## src/rtl/tt_um_islam_ihfaz_mealy_tx_if.sv

```systemverilog
// ============================================================================
// Module      : tt_um_islam_ihfaz_mealy_tx_if
// Description : Pin bundle between the frame transmitter and its host.
// Revision    : 1.0 - initial release
// ============================================================================
`default_nettype none

interface tt_um_islam_ihfaz_mealy_tx_if;
  logic       ena;
  logic [7:0] ui_in;
  logic [7:0] uo_out;
  logic [7:0] uio_in;
  logic [7:0] uio_out;
  logic [7:0] uio_oe;

  modport master (
    output ena,
    output ui_in,
    output uio_in,
    input  uo_out,
    input  uio_out,
    input  uio_oe
  );

  modport slave (
    input  ena,
    input  ui_in,
    input  uio_in,
    output uo_out,
    output uio_out,
    output uio_oe
  );
endinterface

`default_nettype wire

```

## src/rtl/tt_um_islam_ihfaz_mealy_tx.sv

```systemverilog
// ============================================================================
// Module      : tt_um_islam_ihfaz_mealy_tx
// Description : 4-deep FIFO feeding continuous 3-bit parity-marked frames.
// Revision    : 1.0 - initial release
// ============================================================================
`default_nettype none

module tt_um_islam_ihfaz_mealy_tx (
  input  logic                               clk,
  input  logic                               rst_n,
  tt_um_islam_ihfaz_mealy_tx_if.slave        bus
);

  localparam logic [1:0] SLOT_B0    = 2'd0;
  localparam logic [1:0] SLOT_B1    = 2'd1;
  localparam logic [1:0] SLOT_B2    = 2'd2;
  localparam logic [2:0] FIFO_DEPTH = 3'd4;
  localparam logic [2:0] IDLE_FRAME = 3'b000;

  logic [1:0] r_slot;
  logic [2:0] r_frame;
  logic [2:0] r_mem [4];
  logic [1:0] r_wr_ptr;
  logic [1:0] r_rd_ptr;
  logic [2:0] r_count;
  logic       r_overflow;

  logic       w_b0;
  logic       w_b1;
  logic       w_mark;
  logic       w_valid;
  logic       w_clr;
  logic       w_ready;
  logic       w_push;
  logic       w_load;
  logic       w_pop;
  logic [2:0] w_new_frame;
  logic       w_x;
  logic       w_frame_start;
  logic       w_z_exp;
  logic       unused_ok;

  assign w_b0    = bus.ui_in[0];
  assign w_b1    = bus.ui_in[1];
  assign w_mark  = bus.ui_in[2];
  assign w_valid = bus.ui_in[3];
  assign w_clr   = bus.ui_in[4];

  assign w_ready = (r_count < FIFO_DEPTH);
  assign w_push  = w_valid & w_ready;
  assign w_load  = (r_slot == SLOT_B2);
  // Pop looks at the registered count, so a word pushed on this edge into an
  // empty FIFO is never bypassed into the frame being loaded.
  assign w_pop   = w_load & (r_count != 3'd0);

  // Third bit makes b0^b1^b2 equal the mark, which is what the detector reports.
  assign w_new_frame = {w_b0, w_b1, w_b0 ^ w_b1 ^ w_mark};

  always_ff @(posedge clk or negedge rst_n) begin
    if (!rst_n) begin
      r_slot <= SLOT_B0;
    end else if (w_load) begin
      r_slot <= SLOT_B0;
    end else begin
      r_slot <= r_slot + 2'd1;
    end
  end

  always_ff @(posedge clk or negedge rst_n) begin
    if (!rst_n) begin
      r_frame <= IDLE_FRAME;
    end else if (w_load) begin
      r_frame <= w_pop ? r_mem[r_rd_ptr] : IDLE_FRAME;
    end
  end

  always_ff @(posedge clk) begin
    if (w_push) begin
      r_mem[r_wr_ptr] <= w_new_frame;
    end
  end

  always_ff @(posedge clk or negedge rst_n) begin
    if (!rst_n) begin
      r_wr_ptr <= 2'd0;
      r_rd_ptr <= 2'd0;
      r_count  <= 3'd0;
    end else begin
      if (w_push) begin
        r_wr_ptr <= r_wr_ptr + 2'd1;
      end
      if (w_pop) begin
        r_rd_ptr <= r_rd_ptr + 2'd1;
      end
      case ({w_push, w_pop})
        2'b10:   r_count <= r_count + 3'd1;
        2'b01:   r_count <= r_count - 3'd1;
        default: r_count <= r_count;
      endcase
    end
  end

  // A drop takes priority over a simultaneous clear.
  always_ff @(posedge clk or negedge rst_n) begin
    if (!rst_n) begin
      r_overflow <= 1'b0;
    end else if (w_valid && !w_ready) begin
      r_overflow <= 1'b1;
    end else if (w_clr) begin
      r_overflow <= 1'b0;
    end
  end

  always_comb begin
    w_x = r_frame[0];
    case (r_slot)
      SLOT_B0: w_x = r_frame[2];
      SLOT_B1: w_x = r_frame[1];
      default: w_x = r_frame[0];
    endcase
  end

  assign w_frame_start = (r_slot == SLOT_B0);
  assign w_z_exp       = (r_slot == SLOT_B2) & (^r_frame);

  assign bus.uo_out  = {r_overflow, r_count, w_ready, w_z_exp, w_frame_start, w_x};
  assign bus.uio_out = 8'h00;
  assign bus.uio_oe  = 8'h00;

  assign unused_ok = ^{1'b0, bus.ena, bus.ui_in[7:5], bus.uio_in};

endmodule

`default_nettype wire

```

## src/flat_wrapper.sv

```systemverilog
// flat-port wrapper written by rule: the top's interface ports become plain ports
module tt_um_islam_ihfaz_mealy_tx_flat 
  (clk, rst_n, bus_ena, bus_ui_in, bus_uio_in, bus_uo_out, bus_uio_out, bus_uio_oe);
  tt_um_islam_ihfaz_mealy_tx_if bus_i ();
  input  logic clk;
  input  logic rst_n;
  input wire logic [$bits(bus_i.ena)-1:0] bus_ena;
  input wire logic [$bits(bus_i.ui_in)-1:0] bus_ui_in;
  input wire logic [$bits(bus_i.uio_in)-1:0] bus_uio_in;
  output wire logic [$bits(bus_i.uo_out)-1:0] bus_uo_out;
  output wire logic [$bits(bus_i.uio_out)-1:0] bus_uio_out;
  output wire logic [$bits(bus_i.uio_oe)-1:0] bus_uio_oe;
  assign bus_i.ena = bus_ena;
  assign bus_i.ui_in = bus_ui_in;
  assign bus_i.uio_in = bus_uio_in;
  assign bus_uo_out = bus_i.uo_out;
  assign bus_uio_out = bus_i.uio_out;
  assign bus_uio_oe = bus_i.uio_oe;
  tt_um_islam_ihfaz_mealy_tx u_core (.clk(clk), .rst_n(rst_n), .bus(bus_i));
endmodule
```

## config.mk

```make
export PLATFORM = sky130hd
export DESIGN_NAME = tt_um_islam_ihfaz_mealy_tx_flat
export DESIGN_NICKNAME = d
export VERILOG_FILES = /design/src/rtl/tt_um_islam_ihfaz_mealy_tx_if.sv /design/src/rtl/tt_um_islam_ihfaz_mealy_tx.sv /design/src/flat_wrapper.sv
export SDC_FILE = /design/constraint.sdc
export NUM_CORES = 1
export LEC_CHECK = 0
export ABC_AREA = 1
export ABC_CLOCK_PERIOD_IN_PS = 4200
export CORE_ASPECT_RATIO = 1.75
export CORE_MARGIN = 2
export CORE_UTILIZATION = 45
export CTS_CLUSTER_DIAMETER = 80
export DETAILED_ROUTE_END_ITERATION = 10
export PLACE_DENSITY = 0.78
export SYNTH_ARGS = -nofsm -noshare
export SYNTH_HDL_FRONTEND = slang
export SYNTH_SLANG_ARGS = --single-unit
```

## constraint.sdc

```tcl
create_clock -name clk -period 4.2 [get_ports clk]
set_input_delay 0.63 -clock clk [delete_from_list [all_inputs] [get_ports clk]]
set_output_delay 0.63 -clock clk [all_outputs]
set_load 0.005 [all_outputs]
```

### Word level (Yosys, flattened, before mapping)

Memories as Yosys holds them, arrays and structs flattened.
Index checks and enable logic that the tools add are counted.

* input port bits: 19
* bits in writable memories: 12
* register bits after elaboration: 13
* bits in latches: 0
* memories kept: 1
* output and inout bits: 24
* bits in read-only memories: 0

Memory list
* u_core.r_mem: words 4, bits a word 3, rd ports 1, clocked after memory_dff 0, write ports 1, RTL line tt_um_islam_ihfaz_mealy_tx.sv:22 `logic [2:0] r_mem [4];`

* eq/ne operators: 4
* $add $sub $neg: 5
* multipliers: 0
* reductions and logical operators: 7
* $lt $le $gt $ge: 1
* bitwise gates (word level): 5
* muxes and demuxes: 8
* div/mod/pow operators: 0
* shift operators: 0

Operators by type and width (number)
* $add 2x1->2 const B: 3
* $pmux 3 s2: 1
* $eq 2x1->1 const B: 2
* $eq 2x2->1 const B: 2
* $mux 1: 4
* $reduce_bool 2->1: 2
* $add 3x1->3 const B: 1
* $and 1x1->1: 3
* $lt 3x3->1 const B: 1
* $mux 3: 1
* $reduce_bool 3->1: 1
* $reduce_xor 3->1: 1
* $sub 3x1->3 const B: 1
* $logic_not 2->1: 1
* $mux 2: 1
* $pmux 1 s2: 1
* $xor 1x1->1: 2
* $logic_and 1x1->1: 1
* $logic_not 1->1: 1

### Depth between registers and ports, before layout

Gate-level depths: netlist (run 1).

* depth after elaboration: 4
* depth in mapped cells: 10
* gate-level depth less buffers: 10

### Worst setup path after synthesis (run 1)

No wires, ideal clock.

* path kind: input-to-reg
* start point: input port bus_ui_in[3]
* end point: register u_core.r_count[2]
* arrival time: 1.621 ns
* setup time: 0.129 ns
* stages: 7
* path buffers: 0
* slack: 2.450 ns
* path through: nand2_2 > ha_1 > inv_1 > fa_1 > nand2_1 > nand3_1 > xor2_1

* cells in the longest elaborated chain, start to end: 3

RTL lines
* from (decl): RTL line flat_wrapper.sv:8 `input wire logic [$bits(bus_i.ui_in)-1:0] bus_ui_in;`
* $and 1x1->1 *: RTL line tt_um_islam_ihfaz_mealy_tx.sv:50 `assign w_push = w_valid & w_ready;`
* $eq 2x1->1 or $eq 2x2->1 (tied branches): RTL line tt_um_islam_ihfaz_mealy_tx.sv:95 `case ({w_push, w_pop})`
* $pmux 3 s2 or $reduce_bool 2->1 (tied branches)
* to (signal assigned): RTL line tt_um_islam_ihfaz_mealy_tx.sv:96 `2'b10: r_count <= r_count + 3'd1;`
* to (signal assigned): RTL line tt_um_islam_ihfaz_mealy_tx.sv:97 `2'b01: r_count <= r_count - 3'd1;`
* to (signal assigned): RTL line tt_um_islam_ihfaz_mealy_tx.sv:98 `default: r_count <= r_count;`
* to (decl): RTL line tt_um_islam_ihfaz_mealy_tx.sv:25 `logic [2:0] r_count;`

Every way passes the cells marked *; elsewhere a longest branch is shown, timed or not.
A chain may end at the register's enable or synchronous reset.

### Final worst setup path (run 1)

* start point: register u_core.r_slot[1]
* end point: output port bus_uo_out[0]

* cells in the longest elaborated chain, start to end: 2

RTL lines
* from (decl): RTL line tt_um_islam_ihfaz_mealy_tx.sv:20 `logic [1:0] r_slot;`
* from (signal assigned): RTL line tt_um_islam_ihfaz_mealy_tx.sv:65 `r_slot <= r_slot + 2'd1;`
* $eq 2x1->1 or $logic_not 2->1 (tied branches): RTL line tt_um_islam_ihfaz_mealy_tx.sv:116 `case (r_slot)`
* $pmux 1 s2 *: RTL line tt_um_islam_ihfaz_mealy_tx.sv:116
* to (decl): RTL line flat_wrapper.sv:10 `output wire logic [$bits(bus_i.uo_out)-1:0] bus_uo_out;`

Marks and branches as above.

==> results of run 1 <==
[power groups by stage]
stage                     Sequential, uW  Clock [uW]  Combinational, uW
after floorplan                      378           0                249
after global placement               394           0                297
after detailed placement             400           0                320
after CTS                            395         141                323
after global routing                 407         154                365
final                                396         139                318
[Yosys cell counts (2+ instances only)]
master | count | area share
xor2_1 | 3 | 0.019
o21ai_0 | 2 | 0.0074
inv_1 | 20 | 0.056
edfxtp_1 | 12 | 0.27
ha_1 | 5 | 0.046
nor2_1 | 9 | 0.025
nand2_1 | 31 | 0.086
nand2_2 | 3 | 0.014
xnor2_1 | 4 | 0.026
nand3_1 | 11 | 0.041
dfrtp_1 | 13 | 0.24
buf_4 | 21 | 0.12
[worst min-delay path by stage]
stage / from / end / slack, ns / depth (start not counted)
global route: u_core.r_slot[0] / u_core.r_slot[0] / 0.50 / 1
floorplan: rst_n / u_core.r_count[0] / 0.33 / 0
CTS: u_core.r_slot[0] / u_core.r_slot[0] / 0.48 / 1
finish: u_core.r_slot[0] / u_core.r_slot[0] / 0.47 / 1
detailed placement: u_core.r_slot[0] / u_core.r_slot[0] / 0.46 / 1
global placement: u_core.r_slot[0] / u_core.r_slot[0] / 0.45 / 1
[worst max-delay path, cell delays in order, from the launching register on]
cell and delay [ns]:
dfrtp_1 0.44, nor2_1 0.17, nand2_1 0.07, o211ai_1 0.09, clkdlybuf4s50_1 0.53
[through the flow]
| step | cells | power, uW |
|---|---|---|
| floorplan | 158 | 627 |
| global placement | 178 | 691 |
| detailed placement | 178 | 720 |
| CTS | 182 | 859 |
| global route | 182 | 926 |
| finish | 182 | 853 |
[layout make-up]
type                            instances  area share
Clock inverter                          1     0.00342
Sequential cell                        25       0.468
Inverter                               21      0.0538
Timing Repair Buffer                   14      0.0957
Clock buffer                            3      0.0282
Tap cell                               28      0.0239
Multi-Input combinational cell         90       0.326
[flip-flops by register name, summed over array words and instances (netlist names)]
register	cells
u_core.r_mem	12
u_core.r_count	3
u_core.r_frame	3
u_core.r_rd_ptr	2
u_core.r_slot	2
u_core.r_wr_ptr	2
u_core.r_overflow	1
[kinds of logic after synthesis]
group                    Yosys count  synth area share
flip-flops                        25             0.508
AO/OA/AOI/OAI                      6            0.0325
XOR/XNOR                           7            0.0455
AND/OR/NAND/NOR                   55             0.171
other                              1           0.00278
buffers and inverters             43             0.179
adder cells (fa/ha/maj)            6            0.0612
[metal layers]
layer	routed length, um	part of all wire
met1	728	0.34
met2	1340	0.62
met3	61	0.029
met4	12	0.0056
met5	0	0
==> results.md, run 1 <==
* Row count at 26
* Total number of vias at 856
* Sequential element share of the synthesized area at 0.508
* CTS tree: built
* H-Tree Level Count at 1
* Mapped Area at 1350 um2
* Clock Tree Root: clkbuf_8
* Crit path from: u_core.r_slot[1]
* Gr ovfl total at 0
* Clock-pin slew on the worst setup and hold paths at 0.09 ns
* Ports at 43
* Pwr Density at 583 nW/um2
* Fillers at 279
* Area of the multi-input gates at 478 um2
* Worst Path Required at 3.57 ns
* Hpwl dp at 1.78 mm
* Mapped Cells at 143
* Startpoint types: register
* Clock sink total at 25
* Core Area at 2900 um2
* Met2 Use GR at 0.279
* Drc violations at 0
* Die H at 76.4 um
* Yosys Warn Count at 0
* Setup Skew at 0.00263 ns
* Crit path to: bus_uo_out[0]
* Crit-path max FO at 5
* Synth-to-Final Area Change at 8.53%
* Post-synth ARST share at 0.520
* CTS Hold Bufs at 0
* DRT Pass-1 Iters at 2
* Core Util, Final at 0.506
* F_max at 459 MHz
* Nets at 180
* GRT busiest layer: met2
* Iter 0 DRT Violations at 26
* Worst Tran Pin Value at 0.611 ns
* TritonCTS Buffers at 3
* Clock Tree Buf Depth at 2
* Vias per std cell at 4.70
* Final Hold Fails at 0
* Total Neg Setup Slack at 0 ns
* Reg power frac at 0.465
* Design area at 1460 um2
* RSZ-0062 raised after global routing: no
* Hold WS at 0.470 ns
* M1 GR Usage at 0.139
* CP Capture Type: primary output
* Switch share at 0.367
* LEAKAGE at 0.000696 uW
* Most frequent cells in the layout: nand2_1 (31), inv_1 (20), conb_1 (16)
* Crit Reg-Reg Endpoint: u_core.r_count[2]
* Tcrit/Tclk final at 0.519
* Status: finished clean
* Share of layout cells above drive strength 1 at 0.0649
* Syn_area_per_cell at 9.43 um2
* # setup viols final at 0
* EDFF count, synth at 12
* Tightest Hold Check Type: register to register
* Max_cap viols at 0
* Leading cell type in the layout, fill and taps excluded: nand2_1
* Final routed wire length divided by cell count at 11.8 um
* Initial antenna violation count at 0
* Post_cts resized at 0
* Gr usage total at 0.141
* PortBufs at 14
* Die X at 45.4 um
* Vias in the first global route at 908
* Flops & latches, synth at 25
* Critical path class: register to primary output
* DP Area at 1420 um2
* R2R setup slack at 2.30 ns
* Predominant post-synthesis flop cell: dfrtp_1
* Reg2reg path depth at 9
* N_diodes at 0
* Max VDD drop at 0.350 mV
* Worst reg2reg path startpoint: u_core.r_slot[0]
* Clk pwr share at 0.163
* Setup ws final at 2.02 ns
* ANT nets after route at 0
* Final Critical Period at 2.18 ns
* Internal power contribution at 540 uW
* Comb power frac at 0.373
* Slew headroom at 0.592
* Wirelength, routed at 2.14 mm
* Placement Setup Slack at 1.80 ns
* First-pass GRT wire length at 3.73 mm
* Cell variety after synth at 21
* Storage cell area at 686 um2
* Largest net degree at the start of global routing at 15
* Max-slew violation count at 0
* Setup repair bufs after CTS at 0
* Initial Util at 0.466
* Latest clock arrival within the worst-skew pair at 0.26 ns
* Die area at 3470 um2
* GR Util met3 at 0.0213
* Net Sw Power at 313 uW
* CP arrival at 1.55 ns
* Final Wtd Congestion at 0.733
(Power assumes the default switching activity.)
==> run 2, diff against run 1 <==
ABC_CLOCK_PERIOD_IN_PS = 1800   (was 4200)
CORE_UTILIZATION = 41   (was 45)
PLACE_DENSITY = 0.75   (was 0.78)
clock period = 1.8 ns   (was 4.2 ns; I/O delays follow)
==> run 2 against run 1 <==
  * Worst setup slack lost 1.9 ns
  * Sequential power grew 130%
  * Clock skew is essentially flat
  * Sequential cell count is the same
  * Power grew 130%
  * Sequential share of layout area shrank 1.9 points
  * Design area grew 4.4%
==> results.md, run 2 (synthesis results as in run 1) <==
* Status: finished clean
* Switch share at 0.363 (-0.00369)
* Instance count on the critical path at 9 (+5)
* CP arrival at 1.84 ns (+0.29 ns)
* Final Critical Period at 1.68 ns
* Initial Util at 0.429 (-0.0365)
* Reg with most FFs: u_core.r_mem
* Final Wtd Congestion at 0.767 (+4.7%)
* Worst Path Required at 1.96 ns (-1.61 ns)
* Clk pwr share at 0.163 (about the same)
* N_diodes at 0 (unchanged)
* Crit path from: u_core.r_slot[0]
* PortBufs at 14 (unchanged)
* Clock sink total at 25 (unchanged)
* R2R setup slack at 0.12 ns (-2.18 ns)
* DP Area at 1460 um2 (+2.9%)
* Internal power contribution at 1270 uW (+140%)
* Max_cap viols at 0 (unchanged)
* Ports at 43 (unchanged)
* Drc violations at 0 (unchanged)
* Slew headroom at 0.594 (+0.00200)
* F_max at 594 MHz
* Design area at 1530 um2 (+4.4%)
* Latest clock arrival within the worst-skew pair at 0.26 ns (about the same)
* LEAKAGE at 0.000720 uW (+3.5%)
* Area of the multi-input gates at 498 um2 (+4.2%)
* Crit Reg-Reg Endpoint: u_core.r_count[2]
* Setup Skew at 0.00279 ns (+0.000161 ns)
* Initial antenna violation count at 0 (unchanged)
* Vias in the first global route at 790 (-13%)
* CP Capture Type: register
* # setup viols final at 0 (unchanged)
* Clock-pin slew on the worst setup and hold paths at 0.09 ns (about the same)
* Max VDD drop at 0.732 mV (+110%)
* Die H at 79.9 um (+4.5%)
* Vias per std cell at 4.31 (-8.4%)
* Nets at 183 (+1.7%)
* Synth-to-Final Area Change at 13.3%
* Final Hold Fails at 0 (unchanged)
* Crit path to: u_core.r_count[2]
* CTS tree: built
* CTS Hold Bufs at 0 (unchanged)
* Storage cell area at 687 um2 (+0.18%)
* Crit-path max FO at 3 (-2)
* Leading cell type in the layout, fill and taps excluded: nand2_1
* Hpwl dp at 1.68 mm (-5.5%)
* Row count at 27 (+3.8%)
* Net Sw Power at 725 uW (+130%)
* Largest net degree at the start of global routing at 15 (unchanged)
* TritonCTS Buffers at 3 (unchanged)
* Reg2reg path depth at 9 (unchanged)
* DRT Pass-1 Iters at 4 (+2)
* Die X at 47.4 um (+4.3%)
* Gr ovfl total at 0 (unchanged)
* Setup ws final at 0.116 ns (-1.90 ns)
* Max reg flops at 12 (unchanged)
* Critical path class: register to register
* Worst Tran Pin Value at 0.608 ns (-0.00299 ns)
* CP Cell Sequence: inv_2, nand2_2, a21oi_4, ha_4, inv_1, fa_2, nand2_1, nand3_1, xor2_1
* Gr usage total at 0.124 (-0.0171)
* Startpoint types: register
* RSZ-0062 raised after global routing: no
* Wirelength, routed at 2.08 mm (-2.9%)
* Max-slew violation count at 0 (unchanged)
* Placement Setup Slack at -0.103 ns (-1.90 ns)
* Die area at 3780 um2 (+9.1%)
* Worst Path Buf+Inv at 2 (+1)
* Total Neg Setup Slack at 0 ns (unchanged)
* Clock Tree Buf Depth at 2 (unchanged)
* Clock Tree Root: clkbuf_8
* Reg power frac at 0.462 (-0.003)
* Fillers at 300 (+7.5%)
* Share of layout cells above drive strength 1 at 0.127 (+0.0625)
* Final routed wire length divided by cell count at 10.4 um (-12%)
* Most frequent cells in the layout: nand2_1 (31), inv_1 (18), conb_1 (16)
* Total number of vias at 862 (+0.70%)
* First-pass GRT wire length at 3.32 mm (-11%)
* Iter 0 DRT Violations at 17 (-35%)
* Pwr Density at 1310 nW/um2 (+120%)
* Tightest Hold Check Type: primary input to async pin
* Worst reg2reg path startpoint: u_core.r_slot[0]
* CP delay by family, top: adder cells
* H-Tree Level Count at 1 (unchanged)
* Biggest regs: u_core.r_mem: 12 flops, u_core.r_count: 3 flops, u_core.r_frame: 3 flops
* Slowest stage cell on the critical path: dfrtp_1
* ANT nets after route at 0 (unchanged)
* Tcrit/Tclk final at 0.935
* Comb power frac at 0.375 (+0.002)
* Core Area at 3140 um2 (+8.5%)
* Largest stage delay, worst path at 0.42 ns (-0.11 ns)
## run 2: per-layer routing
layer	track usage	share of wire	up-vias
met3	0.0204	0.044	2
li1	-	-	429
met2	0.214	0.59	25
met4	0.0583	0.0067	0
met1	0.137	0.36	406
met5	0	0	-
## run 2: worst min path at each step
stage                     slack, ns                  to  cells after the start
after floorplan               -0.03   u_core.r_count[0]                      0
after global placement         0.46    u_core.r_slot[0]                      1
after detailed placement       0.46    u_core.r_slot[0]                      1
after CTS                      0.41  u_core.r_rd_ptr[0]                      1
after global routing           0.41   u_core.r_overflow                      1
final                          0.38  u_core.r_rd_ptr[0]                      1
## run 2: through the flow
step,util,instances,hold slack (ns),power [uW]
after global routing,0.486,200,0.415,2190
after CTS,0.481,200,0.408,2010
after global placement,0.464,196,0.456,1620
final,0.486,200,0.382,2000
after detailed placement,0.464,196,0.465,1680
after floorplan,-,158,-0.0256,1460
## run 2: final cells by class
class / instances / area share
Clock inverter: 1 / 0.00328
Sequential cell: 25 / 0.450
Inverter: 21 / 0.0516
Timing Repair Buffer: 17 / 0.107
Clock buffer: 3 / 0.0270
Tap cell: 43 / 0.0352
Multi-Input combinational cell: 90 / 0.326
## run 2: power groups by stage
stage | registers (uW) | clock network, uW | logic (uW)
6_report | 923 | 325 | 748
5_1_grt | 951 | 361 | 876
4_1_cts | 922 | 335 | 752
3_5_place_dp | 935 | 0 | 747
3_3_place_gp | 919 | 0 | 705
2_1_floorplan | 881 | 0 | 581
## run 2: timing repair
| item | 4_1_cts | 5_1_grt |
|---|---|---|
| gates resized for setup | 6 | 4 |
| endpoints found under the setup margin | 3 | 2 |
| buffers inserted | 0 | 0 |
| pin swaps | 0 | 1 |
| hold endpoints to repair | 0 | 0 |
